$ cat src/rtl/target_pkg.sv
// target_pkg: shared state type, LFSR constants and index-width helper for target_engine
package target_pkg;
  typedef enum logic [1:0] {IDLE, GAP, LIT} state_t;
  localparam int N_TARGETS_DEF = 18;
  localparam int LFSR_W = 16;
  localparam logic [LFSR_W-1:0] LFSR_TAPS = 16'hB400;
  function automatic int idx_w(input int n);
    return (n <= 1) ? 1 : $clog2(n);
  endfunction
endpackage

$ cat src/rtl/target_engine_lfsr16.sv
// lfsr16: 16-bit Fibonacci LFSR, taps 16,14,13,11, loads SEED on reset
module lfsr16 import target_pkg::*; #(
  parameter logic [LFSR_W-1:0] SEED = 16'hACE1
) (
  input  logic              clk,
  input  logic              rst_n,
  input  logic              en,
  output logic [LFSR_W-1:0] q
);
  // shift toward the MSB, XOR of the tap bits feeds bit 0
  always_ff @(posedge clk or negedge rst_n)
    if (!rst_n) q <= SEED;
    else if (en) q <= {q[LFSR_W-2:0], ^(q & LFSR_TAPS)};
endmodule

$ cat src/rtl/target_engine.sv
// target_engine: lights one pseudo-random target, turns switch edges into one-hot hit / miss pulses
// Optional WRONG_HIT_PENALTY_EN: an edge on a non-lit switch ends the target with wrong_pulse.
module target_engine import target_pkg::*; #(
  parameter int                N_TARGETS       = N_TARGETS_DEF,
  parameter int                LIFETIME_CYCLES = 50_000_000,
  parameter int                GAP_CYCLES      = 12_500_000,
  parameter logic [LFSR_W-1:0] LFSR_SEED       = 16'hACE1
) (
  input  logic                 clk,
  input  logic                 rst_n,
  input  logic                 start_pulse,
  input  logic                 game_active,
  input  logic [N_TARGETS-1:0] sw_in,
  output logic [N_TARGETS-1:0] target_led,
  output logic [N_TARGETS-1:0] hit_pulse,
  output logic                 miss_pulse,
  output logic                 wrong_pulse
);
  localparam int IDX_W = idx_w(N_TARGETS);
  localparam int CNT_MAX = (LIFETIME_CYCLES > GAP_CYCLES) ? LIFETIME_CYCLES : GAP_CYCLES;
  localparam int CNT_W = (CNT_MAX <= 1) ? 1 : $clog2(CNT_MAX);
  localparam logic [CNT_W-1:0] GAP_LAST = CNT_W'(GAP_CYCLES - 1);
  localparam logic [CNT_W-1:0] LIFE_LAST = CNT_W'(LIFETIME_CYCLES - 1);
  localparam logic [IDX_W-1:0] N_IDX = IDX_W'(N_TARGETS);
  localparam logic [IDX_W-1:0] LAST_IDX = IDX_W'(N_TARGETS - 1);
  localparam logic [N_TARGETS-1:0] ONE = {{(N_TARGETS-1){1'b0}}, 1'b1};
`ifdef WRONG_HIT_PENALTY_EN
  localparam logic WRONG_EN = 1'b1;
`else
  localparam logic WRONG_EN = 1'b0;
`endif
  state_t               state, state_d;
  logic [CNT_W-1:0]     cnt, cnt_d;
  logic [IDX_W-1:0]     idx, idx_d, cand_raw, cand_fold, cand;
  logic [N_TARGETS-1:0] sync1, sync2, prev, edges, lit_mask, led_d, hit_d;
  logic                 miss_d, wrong_d, hit_edge, wrong_edge, timeout;
  logic [LFSR_W-1:0]    lfsr;
  logic                 unused_lfsr;

  lfsr16 #(.SEED(LFSR_SEED)) u_lfsr (
    .clk  (clk),
    .rst_n(rst_n),
    .en   (1'b1),
    .q    (lfsr)
  );

  assign unused_lfsr = ^lfsr[LFSR_W-1:IDX_W];
  assign cand_raw = lfsr[IDX_W-1:0];
  assign cand_fold = (cand_raw >= N_IDX) ? cand_raw - N_IDX : cand_raw;
  assign cand = (cand_fold != idx) ? cand_fold : (cand_fold == LAST_IDX) ? '0 : cand_fold + 1'b1;
  assign lit_mask = ONE << idx;
  assign edges = sync2 ^ prev;
  assign hit_edge = |(edges & lit_mask);
  assign wrong_edge = WRONG_EN & |(edges & ~lit_mask);
  assign timeout = cnt == LIFE_LAST;

  // next state, counter, target and pulse decisions; start beats game_active dropping
  always_comb begin
    state_d = state;
    cnt_d = cnt + 1'b1;
    idx_d = idx;
    led_d = target_led;
    hit_d = '0;
    miss_d = 1'b0;
    wrong_d = 1'b0;
    if (start_pulse) begin
      state_d = GAP;
      cnt_d = '0;
      led_d = '0;
    end else if (!game_active) begin
      state_d = IDLE;
      cnt_d = '0;
      led_d = '0;
    end else begin
      case (state)
        GAP: begin
          if (cnt == GAP_LAST) begin
            state_d = LIT;
            cnt_d = '0;
            idx_d = cand;
            led_d = ONE << cand;
          end
        end
        LIT: begin
          if (hit_edge | wrong_edge | timeout) begin
            state_d = GAP;
            cnt_d = '0;
            led_d = '0;
            hit_d = hit_edge ? lit_mask : '0;
            wrong_d = !hit_edge & wrong_edge;
            miss_d = !hit_edge & !wrong_edge & timeout;
          end
        end
        default: begin
          state_d = IDLE;
          cnt_d = '0;
          led_d = '0;
        end
      endcase
    end
  end

  // state, registered outputs and the switch synchroniser / edge-detect chain
  always_ff @(posedge clk or negedge rst_n)
    if (!rst_n) begin
      state <= IDLE;
      cnt <= '0;
      idx <= '0;
      target_led <= '0;
      hit_pulse <= '0;
      miss_pulse <= 1'b0;
      wrong_pulse <= 1'b0;
      sync1 <= '0;
      sync2 <= '0;
      prev <= '0;
    end else begin
      state <= state_d;
      cnt <= cnt_d;
      idx <= idx_d;
      target_led <= led_d;
      hit_pulse <= hit_d;
      miss_pulse <= miss_d;
      wrong_pulse <= wrong_d;
      sync1 <= sw_in;
      sync2 <= sync1;
      prev <= sync2;
    end
endmodule

$ cat config.mk
export PLATFORM = sky130hd
export DESIGN_NAME = target_engine
export DESIGN_NICKNAME = d
export VERILOG_FILES = /design/src/rtl/target_pkg.sv /design/src/rtl/target_engine_lfsr16.sv /design/src/rtl/target_engine.sv
export SDC_FILE = /design/constraint.sdc
export NUM_CORES = 1
export LEC_CHECK = 0
export ABC_AREA = 1
export BUFFER_PORTS_ARGS = -buffer_cell sky130_fd_sc_hd__buf_2
export CAP_MARGIN = 10
export CORE_ASPECT_RATIO = 0.9
export CORE_MARGIN = 8
export CORE_UTILIZATION = 30
export CTS_CLUSTER_DIAMETER = 40
export DETAILED_ROUTE_END_ITERATION = 8
export PLACE_DENSITY = 0.59
export REMOVE_ABC_BUFFERS = 1
export SLEW_MARGIN = 10
export SYNTH_ARGS = -nofsm -noshare
export SYNTH_HDL_FRONTEND = slang
export SYNTH_SLANG_ARGS = --single-unit
$ cat constraint.sdc
create_clock -name clk -period 2.7 [get_ports clk]
set_clock_uncertainty 0.2 [all_clocks]
set_input_delay 0.135 -clock clk [delete_from_list [all_inputs] [get_ports clk]]
set_output_delay 0.135 -clock clk [all_outputs]
set_load 0.1 [all_outputs]
==> impl_results.md <==
- Post-synthesis register bit count: 140
- Hold Slack: 0.0515 ns
- Number of enable flip-flop cells after synthesis: 0
- Number of global-route vias before repair: 4499
- Slew headroom: 0.557
- ANT cells: 0
- PortBufs: 58
- Mapped Area: 6060 um2
- Yosys Warn Count: 0
- Mapped Cells: 639
- Post-DR vias/cell: 4.57
- Pre-Repair DR Iteration Count: 4
- HPWL Detailed: 9.51 mm
- Slowest cell delay on critical path: 0.41 ns
- Final period utilization: 0.945
- GPL Wtd Cong: 0.849
- FMAX: 0.392 GHz
- Antenna viol nets, final: 0
- Worst-Skew Late Latency: 0.43 ns
- Worst Path Arrival: 2.66 ns
- Fin worst setup slack: 0.148 ns
- Worst slack at placement: -0.0868 ns
- Largest net degree at the start of global routing: 62
- DRT iter0 DRCs: 287
- Placed cell areas: 6710 um2
- Power Dens Cells: 603 nW/um2
- I/O pins: 60
- First-pass GRT wire length: 22.4 mm
- CTS root buf: clkbuf_16
- Crit-path slowest cell: dfrtp_1
- Vias post-DR: 4615
- Leak: 0.00357 uW
- Setup TNS: 0 ns
- Die Area: 25000 um2
- Area Overhead vs Synth: 27.1%
- Fin nets: 771
- Avg Cell Area, Syn: 9.49 um2
- CP Cell Sequence: inv_2 > ha_2 > inv_2 > o21ai_2 > nand3_2 > nand2_4 > inv_2 > ha_4 > nand3_2 > nor2_4 > inv_2 > nand3_2 > o21ai_4 > nor2_1 > nand3_2 > nand2_1
- CP max FO: 5
- CTS tree: yes
- # rows: 49
- CP required: 2.81 ns
- Drt wl/cell: 13.4 um
- Post-synth cell types: 38
- Top FF cell, synth: dfrtp_1
- Layout cells sized above 1: 0.250
- Detailed Route WL: 13.5 mm
- Clock Path Buffers: 2
- Endpoints failing setup: 0
- Final Slew Violations: 0
- GR Util All Layers: 0.111
- DRC viols: 0
- Final Hold Fails: 0
- Worst Hold Class: primary input to async pin
- Minimum clock period: 2.55 ns
- Critical path class: flip-flop to flip-flop
- Total core area: 19900 um2
- Status: complete, no violations
- Total CTS buffers: 17
- MaxCap Viol Count: 0
- Initial core utilization: 0.304
- Clock Sinks: 140
- Asr flop ratio synth: 1.00
- Die height: 151 um
- Chip Width: 166 um
- Total Power: 4650 uW
- Part of the Yosys area used for sequential elements: 0.580
- Antenna violations before repair: 0
- Worst-margin pin slew: 0.662 ns
- Clock-pin slew on the worst setup and hold paths: 0.06 ns
- Grt total ovfl: 0
- H-tree level count: 4
- Design Area, Final: 7700 um2
- Maximum vdd drop: 463 uV
- CP endpoint kind: flip-flop
- CP Launch Type: flip-flop
- Worst reg-to-reg setup slack: 0.15 ns
worst paths after layout:
kind	startpoint	endpoint	cells after the start
worst max register to register	u_lfsr.q[2]	target_led[3]	16
max in group asynchronous	rst_n	target_led[11]	3
worst max-delay path	u_lfsr.q[2]	target_led[3]	16
worst min register to register	sync1[11]	sync2[11]	0
min in group clk	sw_in[11]	sync1[11]	2
worst min-delay path	rst_n	sync1[3]	2
flip-flops by register name, indices dropped and copies added, names as in the netlist:
register,flops
idx,5
prev,18
sync2,18
cnt,26
state,2
u_lfsr.q,16
sync1,18
target_led,18
hit_pulse,18
miss_pulse,1
placed cells by master (no fill, tap or decap), drive strengths merged:
master       instances
dfstp                8
bufinv               1
conb                 1
nand3               87
dfrtp              132
nand2              131
ha                   7
or2                  3
clkinv               4
a31o                 1
clkbuf              18
nand3b               3
o21ai               14
nor3                30
buf                 76
inv                 68
a31oi                3
nor4                 9
nor3b                2
a21oi                8
xnor2                7
a211oi               3
xor2                20
nor2                89
nand4                9
dlygate4sd3         21
per-layer routing:
metal  GRT usage  routed length, um  vias to the layer above
li1            -                  -                     2300
met1       0.149               6710                     2205
met2       0.166               6040                       99
met3      0.0360                618                       11
met4      0.0381                153                        0
met5           0                  0                        -
stage by stage:
step / instances / util
3_3_place_gp: 951 / 0.337
6_report: 1010 / 0.387
4_1_cts: 1004 / 0.377
2_1_floorplan: 625 / -
3_5_place_dp: 951 / 0.337
5_1_grt: 1010 / 0.387
final cells by class:
class,instances,area (um2)
Sequential cell,140,3510
Inverter,59,221
Tap cell,255,319
Timing Repair Buffer,97,654
Fill cell,1940,12200
Clock inverter,14,150
Multi-Input combinational cell,427,2420
Clock buffer,18,429
Yosys cell counts (6+ instances only):
master   count  area [um2]
nand2_1    121         454
o21ai_1      6        30.0
nor3_2      11         110
nand4_1      9        56.3
xor2_1      20         175
inv_2       11        41.3
o21ai_0      7        35.0
dfstp_2      8         210
xnor2_1      7        61.3
nor3_1      19        95.1
nor4_1       9        56.3
nand3_1     85         425
inv_1       48         180
buf_2        8        40.0
a21oi_1      8        40.0
dfrtp_1    132        3300
ha_1         7        87.6
nor2_1      79         297
cells by family after synthesis:
family / after synthesis / share of synthesized area
XOR/XNOR: 27 / 0.0390
flip-flops: 140 / 0.580
adder cells (fa/ha/maj): 7 / 0.0144
AO/OA/AOI/OAI: 29 / 0.0283
AND/OR/NAND/NOR: 362 / 0.288
other: 1 / 0.000619
buffers and inverters: 73 / 0.0499
power by group:
| part | internal [uW] | switching [uW] |
|---|---|---|
| logic | 71.8 | 128 |
| clock network | 1310 | 965 |
| registers | 2150 | 30.3 |
| total | 3520 | 1120 |
worst max-delay path: cells and delay by family (launching register included):
family | cells | cell delay, ns
AND/OR/NAND/NOR | 8 | 0.79
buffers and inverters | 4 | 0.24
flip-flops | 1 | 0.41
AO/OA/AOI/OAI | 2 | 0.49
adder cells (fa/ha/maj) | 2 | 0.31
timing repair:
item / CTS / global route
hold endpoints to repair: 162 / 0
cloned: 0 / 1
setup buffers: 0 / 5
pin swaps: 0 / 14
resized for setup: 2 / 38
endpoints found under the setup margin: 12 / 23
hold buffers: 21 / 0
(Power assumes the default switching activity.)
